[src/rtl/fetch_if.sv]
// Fetch-side bundle between the program-counter sequencer and the MIPS pipeline.
// master = pipeline/hazard side, slave = fetch_sequencer.
interface fetch_if;
  logic        stall;
  logic        branch_taken;
  logic [31:0] branch_target;
  logic        jump;
  logic [31:0] jump_target;
  logic        jr;
  logic [31:0] jr_target;
  logic        exc;
  logic [31:0] exc_pc;
  logic        irq;
  logic [31:0] pc;
  logic [31:0] pc_plus4;
  logic        fetch_valid;
  logic        flush_ifid;
  logic        flush_idex;
  logic        epc_we;
  logic [31:0] epc;
  logic        irq_ack;
  logic        kernel;
  logic [1:0]  state_dbg;

  modport master (
    output stall, branch_taken, branch_target, jump, jump_target,
           jr, jr_target, exc, exc_pc, irq,
    input  pc, pc_plus4, fetch_valid, flush_ifid, flush_idex,
           epc_we, epc, irq_ack, kernel, state_dbg
  );

  modport slave (
    input  stall, branch_taken, branch_target, jump, jump_target,
           jr, jr_target, exc, exc_pc, irq,
    output pc, pc_plus4, fetch_valid, flush_ifid, flush_idex,
           epc_we, epc, irq_ack, kernel, state_dbg
  );
endinterface

[src/rtl/fetch_sequencer.sv]
// Program counter owner: boot delay, sequential/redirect/stall/trap next-PC
// selection, flush strobes, EPC write and interrupt acknowledge.
module fetch_sequencer #(
  parameter int unsigned BOOT_CYCLES = 2,
  parameter logic [31:0] RESET_VEC   = 32'h8000_0000,
  parameter logic [31:0] IRQ_VEC     = 32'h8000_0004,
  parameter logic [31:0] EXC_VEC     = 32'h8000_0008
) (
  input logic    clk,
  input logic    reset,
  fetch_if.slave bus
);

  typedef enum logic [1:0] {
    ST_BOOT = 2'd0,
    ST_RUN  = 2'd1,
    ST_TRAP = 2'd2
  } state_e;

  state_e      state_q, state_d;
  logic [3:0]  cnt_q, cnt_d;
  logic [31:0] pc_q, pc_d;
  logic        pending_q, pending_d;

  logic        fetch_valid, flush_ifid, flush_idex, epc_we, irq_ack;
  logic [31:0] epc;
  logic        redir;
  logic [31:0] redir_target;

  // Jump and branch targets keep the current mode bit; jr uses its target as given.
  always_comb begin
    redir = bus.jr | bus.jump | bus.branch_taken;
    if (bus.jr)
      redir_target = bus.jr_target;
    else if (bus.jump)
      redir_target = {pc_q[31], bus.jump_target[30:0]};
    else
      redir_target = {pc_q[31], bus.branch_target[30:0]};
  end

  always_comb begin
    state_d     = state_q;
    cnt_d       = cnt_q;
    pc_d        = pc_q;
    pending_d   = pending_q | bus.irq;
    fetch_valid = 1'b0;
    flush_ifid  = 1'b0;
    flush_idex  = 1'b0;
    epc_we      = 1'b0;
    epc         = 32'h0;
    irq_ack     = 1'b0;
    // Strobes are gated by reset so a trap in the reset cycle never writes EPC.
    if (reset) begin
      case (state_q)
        ST_BOOT: begin
          if (cnt_q == 4'(BOOT_CYCLES - 1))
            state_d = ST_RUN;
          else
            cnt_d = cnt_q + 4'd1;
        end
        ST_RUN: begin
          fetch_valid = 1'b1;
          if (bus.exc) begin
            pc_d       = EXC_VEC;
            flush_ifid = 1'b1;
            flush_idex = 1'b1;
            epc_we     = 1'b1;
            epc        = bus.exc_pc + 32'd4;
            state_d    = ST_TRAP;
          end else if (bus.stall) begin
            pc_d = pc_q;
          end else if (pending_q && !pc_q[31]) begin
            pc_d       = IRQ_VEC;
            irq_ack    = 1'b1;
            epc_we     = 1'b1;
            epc        = redir ? redir_target : (pc_q + 32'd4);
            flush_ifid = redir;
            pending_d  = 1'b0;
            state_d    = ST_TRAP;
          end else if (redir) begin
            pc_d       = redir_target;
            flush_ifid = 1'b1;
          end else begin
            pc_d = {pc_q[31], pc_q[30:0] + 31'd4};
          end
        end
        ST_TRAP: state_d = ST_RUN;
        default: state_d = ST_BOOT;
      endcase
    end
  end

  always_ff @(posedge clk) begin
    if (!reset) begin
      state_q   <= ST_BOOT;
      cnt_q     <= 4'd0;
      pc_q      <= RESET_VEC;
      pending_q <= 1'b0;
    end else begin
      state_q   <= state_d;
      cnt_q     <= cnt_d;
      pc_q      <= pc_d;
      pending_q <= pending_d;
    end
  end

  assign bus.pc          = pc_q;
  assign bus.pc_plus4    = pc_q + 32'd4;
  assign bus.kernel      = pc_q[31];
  assign bus.fetch_valid = fetch_valid;
  assign bus.flush_ifid  = flush_ifid;
  assign bus.flush_idex  = flush_idex;
  assign bus.epc_we      = epc_we;
  assign bus.epc         = epc;
  assign bus.irq_ack     = irq_ack;
  assign bus.state_dbg   = state_q;

endmodule

[src/flat_wrapper.sv]
// flat-port wrapper written by rule: the top's interface ports become plain ports
module fetch_sequencer_flat 
#(
  parameter int unsigned BOOT_CYCLES = 2,
  parameter logic [31:0] RESET_VEC   = 32'h8000_0000,
  parameter logic [31:0] IRQ_VEC     = 32'h8000_0004,
  parameter logic [31:0] EXC_VEC     = 32'h8000_0008
)
  (clk, reset, bus_stall, bus_branch_taken, bus_branch_target, bus_jump, bus_jump_target, bus_jr, bus_jr_target, bus_exc, bus_exc_pc, bus_irq, bus_pc, bus_pc_plus4, bus_fetch_valid, bus_flush_ifid, bus_flush_idex, bus_epc_we, bus_epc, bus_irq_ack, bus_kernel, bus_state_dbg);
  fetch_if bus_i ();
  input logic clk;
  input logic reset;
  input wire logic [$bits(bus_i.stall)-1:0] bus_stall;
  input wire logic [$bits(bus_i.branch_taken)-1:0] bus_branch_taken;
  input wire logic [$bits(bus_i.branch_target)-1:0] bus_branch_target;
  input wire logic [$bits(bus_i.jump)-1:0] bus_jump;
  input wire logic [$bits(bus_i.jump_target)-1:0] bus_jump_target;
  input wire logic [$bits(bus_i.jr)-1:0] bus_jr;
  input wire logic [$bits(bus_i.jr_target)-1:0] bus_jr_target;
  input wire logic [$bits(bus_i.exc)-1:0] bus_exc;
  input wire logic [$bits(bus_i.exc_pc)-1:0] bus_exc_pc;
  input wire logic [$bits(bus_i.irq)-1:0] bus_irq;
  output wire logic [$bits(bus_i.pc)-1:0] bus_pc;
  output wire logic [$bits(bus_i.pc_plus4)-1:0] bus_pc_plus4;
  output wire logic [$bits(bus_i.fetch_valid)-1:0] bus_fetch_valid;
  output wire logic [$bits(bus_i.flush_ifid)-1:0] bus_flush_ifid;
  output wire logic [$bits(bus_i.flush_idex)-1:0] bus_flush_idex;
  output wire logic [$bits(bus_i.epc_we)-1:0] bus_epc_we;
  output wire logic [$bits(bus_i.epc)-1:0] bus_epc;
  output wire logic [$bits(bus_i.irq_ack)-1:0] bus_irq_ack;
  output wire logic [$bits(bus_i.kernel)-1:0] bus_kernel;
  output wire logic [$bits(bus_i.state_dbg)-1:0] bus_state_dbg;
  assign bus_i.stall = bus_stall;
  assign bus_i.branch_taken = bus_branch_taken;
  assign bus_i.branch_target = bus_branch_target;
  assign bus_i.jump = bus_jump;
  assign bus_i.jump_target = bus_jump_target;
  assign bus_i.jr = bus_jr;
  assign bus_i.jr_target = bus_jr_target;
  assign bus_i.exc = bus_exc;
  assign bus_i.exc_pc = bus_exc_pc;
  assign bus_i.irq = bus_irq;
  assign bus_pc = bus_i.pc;
  assign bus_pc_plus4 = bus_i.pc_plus4;
  assign bus_fetch_valid = bus_i.fetch_valid;
  assign bus_flush_ifid = bus_i.flush_ifid;
  assign bus_flush_idex = bus_i.flush_idex;
  assign bus_epc_we = bus_i.epc_we;
  assign bus_epc = bus_i.epc;
  assign bus_irq_ack = bus_i.irq_ack;
  assign bus_kernel = bus_i.kernel;
  assign bus_state_dbg = bus_i.state_dbg;
  fetch_sequencer #(.BOOT_CYCLES(BOOT_CYCLES), .RESET_VEC(RESET_VEC), .IRQ_VEC(IRQ_VEC), .EXC_VEC(EXC_VEC)) u_core (.clk(clk), .reset(reset), .bus(bus_i));
endmodule
[config.mk]
export PLATFORM = sky130hd
export DESIGN_NAME = fetch_sequencer_flat
export DESIGN_NICKNAME = d
export VERILOG_FILES = /design/src/rtl/fetch_if.sv /design/src/rtl/fetch_sequencer.sv /design/src/flat_wrapper.sv
export SDC_FILE = /design/constraint.sdc
export NUM_CORES = 1
export LEC_CHECK = 0
export ABC_AREA = 1
export CORE_MARGIN = 2
export CORE_UTILIZATION = 44
export CTS_BUF_LIST = sky130_fd_sc_hd__clkbuf_2 sky130_fd_sc_hd__clkbuf_4 sky130_fd_sc_hd__clkbuf_8
export DETAILED_ROUTE_END_ITERATION = 6
export GPL_TIMING_DRIVEN = 1
export PLACE_DENSITY = 0.9
export RECOVER_POWER = 100
export SYNTH_ARGS = -nofsm -noshare
export SYNTH_HDL_FRONTEND = slang
export SYNTH_SLANG_ARGS = --single-unit
export TNS_END_PERCENT = 1
[constraint.sdc]
create_clock -name clk -period 2.93 [get_ports clk]
set_input_delay 0.586 -clock clk [delete_from_list [all_inputs] [get_ports clk]]
set_output_delay 0.586 -clock clk [all_outputs]
set_load 0.01 [all_outputs]
[After elaboration in Yosys (flattened, before gate mapping)]
Cells that the tools add are included.
Word-level totals
  flip-flop bits (word level): 39
  bits of input ports: 136
  output and inout port bits: 104
  word-level logic and storage cells: 68
Cells by class
  add/sub/neg operators: 4
  equal/unequal tests: 7
  multiplexer cells: 40
  bitwise gates (word level): 4
  reduce and logical (&&, ||, !) cells: 8
Operator list (number)
  32-bit 2-to-1 mux: 11
  32-bit by 3-bit adder with 32-bit output, second input constant: 2
  31-bit by 3-bit adder with 31-bit output, second input constant: 1
  31-bit 2-to-1 mux: 1
  1-bit 2-to-1 mux: 23
  2-bit 2-to-1 mux: 4
  2-bit one-hot mux with 3 select lines: 1
  3-bit AND reduction: 2
  4-bit by 1-bit adder with 4-bit output, second input constant: 1
  4-bit by 1-bit equality test with 1-bit output, second input constant: 1
  2-bit by 1-bit inequality test with 1-bit output, second input constant: 2
  2-bit AND reduction: 2
  3-bit by 2-bit inequality test with 1-bit output, second input constant: 1
  3-bit inequality test, second input constant: 1
  1-bit bitwise OR: 3
  3-bit nonzero test: 1
  2-bit by 1-bit equality test with 1-bit output, second input constant: 1
  2-bit equality test, second input constant: 1
  2-bit zero test: 1
  1-bit logical AND: 1
  1-bit zero test: 1
  1-bit NOT: 1

[Depth between registers and ports, before layout]
  word-level depth: 8
  mapped depth: 11
  depth with buffers taken out: 11

[Worst setup path after synthesis]
No wires, ideal clock.
  kind: in2out
  from: in bus_exc_pc[2]
  to: out bus_epc[16]
  data arrival time: 1725 ps
  data required time: 2344 ps
  slack: 619 ps
  stages: 9
  buffers on the path: 0
  cell sequence: ha_1 -> nand2_1 -> nor2_1 -> nand2_1 -> inv_2 -> nand3b_2 -> a21oi_1 -> o21ai_0 -> o21ai_0
On the way
  word-level cells in the longest chain between the ends: 4
Ends and longest elaborated chain
  start: declaration: RTL line flat_wrapper.sv:21  | input wire logic [$bits(bus_i.exc_pc)-1:0] bus_exc_pc;
  32-bit by 3-bit adder with 32-bit output: RTL line fetch_sequencer.sv:68  | epc = bus.exc_pc + 32'd4;
  32-bit 2-to-1 mux: RTL line fetch_sequencer.sv:63  | if (bus.exc) begin
  32-bit 2-to-1 mux: RTL line fetch_sequencer.sv:54  | case (state_q)
  32-bit 2-to-1 mux: RTL line fetch_sequencer.sv:53  | if (reset) begin
  end: declaration: RTL line flat_wrapper.sv:29  | output wire logic [$bits(bus_i.epc)-1:0] bus_epc;
Every way passes these cells.

[Worst setup path in the final report]
  from: in bus_branch_taken
  to: out bus_epc[3]
On the way
  word-level cells in the longest chain between the ends: 7
Ends and longest elaborated chain
  start: declaration: RTL line flat_wrapper.sv:14  | input wire logic [$bits(bus_i.branch_taken)-1:0] bus_branch_taken;
  1-bit bitwise OR: RTL line fetch_sequencer.sv:32  | redir = bus.jr | bus.jump | bus.branch_taken;
  32-bit 2-to-1 mux: RTL line fetch_sequencer.sv:76  | epc = redir ? redir_target : (pc_q + 32'd4);
  32-bit 2-to-1 mux: RTL line fetch_sequencer.sv:72  | end else if (pending_q && !pc_q[31]) begin
  32-bit 2-to-1 mux: RTL line fetch_sequencer.sv:70  | end else if (bus.stall) begin
  32-bit 2-to-1 mux: RTL line fetch_sequencer.sv:63
  32-bit 2-to-1 mux: RTL line fetch_sequencer.sv:54
  32-bit 2-to-1 mux: RTL line fetch_sequencer.sv:53
Every way passes these cells.

==> flow_metrics.env <==
export IMPL_number_of_buffers_created_by_cts=5
export IMPL_worstReg2RegStart="u_core.bus.pc[31]"
export IMPL_worstPathRequired_ps=2340
export IMPL_critPathMaxFanout=15
export IMPL_final_max_slew_violation_count=0
export IMPL_port_buffer_count=237
export IMPL_yosysSeqAreaShare=0.174
export IMPL_multi_input_area_sq_um=3320
export IMPL_floorplan_die_height_microns=105
export IMPL_report_final_hold_viol_count=0
export IMPL_finish_net_count=1327
export IMPL_post_route_cells_drive_above_1_share=0.182
export IMPL_timing_final_setup_violations=28
export IMPL_antenna_violations_before_repair=0
export IMPL_root_buffer="sky130_fd_sc_hd__clkbuf_8"
export IMPL_cts_num_sinks=39
export IMPL_wire_length_of_the_first_global_routing_pass_mm=36.9
export IMPL_violations="negative setup slack"
export IMPL_startpoint="bus_branch_taken"
export IMPL_number_of_placed_instances_with_taps_included=1308
export IMPL_postSynthNetCount=965
export IMPL_finClkSkew_ps=14.7
export IMPL_place_congestion=0.961
export IMPL_tritoncts="yes"
export IMPL_crit_path_arrival_time_ps=2570
export IMPL_filler_cell_count=676
export IMPL_finalWorstPathRequiredPeriod_ps=3160
export IMPL_grt_use_total=0.417
export IMPL_timing_critical_path_cells="clkdlybuf4s50_1, nor2_2, nand2_2, inv_2, buf_8, a21oi_1, a21oi_2, a22o_1, clkdlybuf4s50_1"
export IMPL_tightest_slew_ps=720
export IMPL_max_clock_path_buffers=2
export IMPL_synth_top_cell_area_share=0.227
export IMPL_clk_insertion_delay_late_ps=310
export IMPL_setup_worst_path_class="primary input to primary output"
export IMPL_route_detailed_wl_per_inst_microns=18.1
export IMPL_hold_path_class="flop to flop"
export IMPL_power_leakage_uw=0.00384
export IMPL_drv_max_cap_violation_count=0
export IMPL_p_per_area_nw_per_um2=298
export IMPL_drt_drc_violations_left=0
export IMPL_dr_vias_cell=5.70
export IMPL_top_level_ports=240
export IMPL_dr_first_iter_drc_count=777
export IMPL_chipWidth_microns=105
export IMPL_final_non_filler_cell_total=1321
export IMPL_count_of_tritonroute_iterations_in_the_first_routing_pass=5
export IMPL_worst_ir_drop_vdd_v=0.000226
export IMPL_wl_mm=23.9
export IMPL_min_period_over_period=1.08
export IMPL_synthDominantAreaCellType="sky130_fd_sc_hd__nand2_1"
export IMPL_synth_area_top_cells="sky130_fd_sc_hd__nand2_1 23%, sky130_fd_sc_hd__dfxtp_1 17%, sky130_fd_sc_hd__nand3_1 9.6%"
export IMPL_areaGrowthSynthToFinish_pct=83.5
export IMPL_postSynthCellCount=825
export IMPL_cp_slowest_stage_delay_ps=530
export IMPL_core_area_sq_um=9820
export IMPL_storage_element_area_sq_um=781
export IMPL_layout_setup_ws_ps=-228
export IMPL_netlist_area_sq_um=4480
export IMPL_number_of_global_route_vias_before_repair=7445
export IMPL_initial_core_utilization=0.456
export IMPL_slowest_stage="sky130_fd_sc_hd__clkdlybuf4s50_1"
export IMPL_achievable_frequency_ghz=0.317
export IMPL_antenna_cells_inserted=0
export IMPL_max_slew_margin_rel=0.520
export IMPL_timing_critical_path_max_delay_family="buffers and inverters"
export IMPL_clkSlewWorstSetupHoldPaths_ps=100
export IMPL_route_vias_total=7533
export IMPL_critical_path_most_common_cell="sky130_fd_sc_hd__clkdlybuf4s50_1"
export IMPL_grt_overflow_total=0
export IMPL_status="finished, violations left"
export IMPL_die_area_sq_um=11000
export IMPL_synth_warnings=0
export IMPL_detailed_place_hpwl_mm=18.5
export IMPL_fin_util=0.838
export IMPL_reg2reg_setup_slack_ps=860
export IMPL_cts_max_level=2
export IMPL_largest_net_degree_at_the_start_of_global_routing=29
export IMPL_hold_start="u_core.cnt_q[2]"
export IMPL_synth_lib_cells_used_distinct=39
export IMPL_syn_mean_instance_area_sq_um=5.43
export IMPL_number_of_core_rows=36
export IMPL_worstSetupStartpointType="primary input"
export IMPL_drtAntennaViolNets=0
export IMPL_ys_ff_latch=39
export IMPL_rsz_0062_raised_after_global_routing="true"
export IMPL_total_buffers_and_inverters_traversed_by_the_critical_path=4
export IMPL_end_kind="primary output"
[worst register-to-register path, cell delays in order, from the launching register on]
cell and delay (ps):
sky130_fd_sc_hd__dfxtp_1 400, sky130_fd_sc_hd__inv_1 120, sky130_fd_sc_hd__nand2_1 150, sky130_fd_sc_hd__inv_1 90, sky130_fd_sc_hd__nor3_1 300, sky130_fd_sc_hd__clkbuf_1 600, sky130_fd_sc_hd__nand3_1 150, sky130_fd_sc_hd__a21oi_1 180
[worst paths after layout]
check | end | cells past startpoint
max | bus_epc[3] | 9
min | u_core.cnt_q[2] | 2
max reg2reg | u_core.bus.pc[15] | 7
min reg2reg | u_core.cnt_q[2] | 2
[per-layer routing]
layer	wire [microns]	share of wire	up-vias	GRT usage
li1	-	-	3438	-
met1	8530	0.36	3377	0.497
met2	11500	0.48	600	0.723
met3	2670	0.11	118	0.0711
met4	1190	0.050	0	0.197
met5	0	0	-	0
[layout by cell type, fill, tap and decap left out, drive strengths merged, types with 4 or more instances in the layout]
master / netlist / routed
o211ai: 18 / 18
inv: 79 / 79
a21oi: 61 / 61
nand2: 275 / 275
nand4: 7 / 7
nor3: 7 / 7
ha: 4 / 4
dlygate4sd3: 0 / 49
dlygate4sd2: 0 / 31
clkdlybuf4s50: 0 / 148
buf: 26 / 148
xnor2: 9 / 9
or2: 6 / 6
nor2: 106 / 106
clkbuf: 11 / 12
clkdlybuf4s15: 0 / 5
nand3: 86 / 86
a31oi: 8 / 8
dfxtp: 39 / 39
o31ai: 12 / 12
nand3b: 6 / 6
o21ai: 46 / 46
dlymetal6s2s: 0 / 4
[cells by family after synthesis]
kind of cell / share of synthesized area
buf+inv: 0.111
xor+xnor: 0.0235
fa+ha+maj: 0.0112
simple gates: 0.479
flops: 0.174
mux: 0.00223
compound gates: 0.199
[timing repair]
| item | 4_1_cts | 5_1_grt |
|---|---|---|
| gates cloned | 0 | 0 |
| setup buffers | 5 | 0 |
| pin swaps | 6 | 1 |
| gates resized for setup | 79 | 14 |
| hold buffers | 0 | 0 |
| endpoints found under the setup margin | 35 | 43 |
[final cells by class]
class | instances | share of cell area
repair buffers | 392 | 0.431
multi-input cells | 670 | 0.404
well taps | 133 | 0.0202
clock buffers | 5 | 0.00837
flip-flops and latches | 39 | 0.0949
clock inverters | 3 | 0.00532
inverters | 79 | 0.0361
[synthesized netlist by cell type]
library cell	number
sky130_fd_sc_hd__a21o_1	2
sky130_fd_sc_hd__a21oi_1	61
sky130_fd_sc_hd__a22o_1	2
sky130_fd_sc_hd__a31oi_1	8
sky130_fd_sc_hd__a32o_1	2
sky130_fd_sc_hd__and2_1	3
sky130_fd_sc_hd__and3_1	1
sky130_fd_sc_hd__buf_2	16
sky130_fd_sc_hd__buf_4	9
sky130_fd_sc_hd__buf_6	1
sky130_fd_sc_hd__clkbuf_1	11
sky130_fd_sc_hd__dfxtp_1	39
sky130_fd_sc_hd__ha_1	4
sky130_fd_sc_hd__inv_1	75
sky130_fd_sc_hd__inv_2	4
sky130_fd_sc_hd__mux2i_1	1
sky130_fd_sc_hd__nand2_1	271
sky130_fd_sc_hd__nand2_2	4
sky130_fd_sc_hd__nand3_1	86
sky130_fd_sc_hd__nand3b_1	5
sky130_fd_sc_hd__nand3b_2	1
sky130_fd_sc_hd__nand4_1	7
sky130_fd_sc_hd__nor2_1	94
sky130_fd_sc_hd__nor2_2	7
sky130_fd_sc_hd__nor2_4	4
sky130_fd_sc_hd__nor2_8	1
sky130_fd_sc_hd__nor3_1	4
sky130_fd_sc_hd__nor3_2	3
sky130_fd_sc_hd__nor4_1	1
sky130_fd_sc_hd__o211ai_1	18
sky130_fd_sc_hd__o21ai_0	43
sky130_fd_sc_hd__o21ai_1	3
sky130_fd_sc_hd__o21bai_1	2
sky130_fd_sc_hd__o221ai_1	1
sky130_fd_sc_hd__o22ai_1	1
sky130_fd_sc_hd__o31ai_1	12
sky130_fd_sc_hd__or2_2	6
sky130_fd_sc_hd__xnor2_1	9
sky130_fd_sc_hd__xor2_1	3
[registers in the layout (all words and copies together), names as in the netlist]
signal	count
u_core.bus.pc	32
u_core.bus.state_dbg	2
u_core.cnt_q	4
u_core.pending_q	1
[where the power goes]
| part | internal, uW | switching [uW] | total [uW] |
|---|---|---|---|
| clock network | 254 | 225 | 479 |
| logic | 631 | 679 | 1310 |
| registers | 592 | 68.9 | 661 |
[through the flow]
step / TNS (ps) / hold WS (ps) / setup WS [ps] / power (uW) / instance area (sq um)
global route: -5030 / 526 / -276 / 2550 / 8220
CTS: -1800 / 504 / -282 / 2430 / 8230
global placement: -12950 / 476 / -653 / 1930 / 8010
floorplan: 0 / 458 / 619 / 1180 / 4480
detailed placement: -14000 / 491 / -616 / 1970 / 8010
finish: -2350 / 515 / -228 / 2450 / 8220
Power figures use the tool's default switching activity.
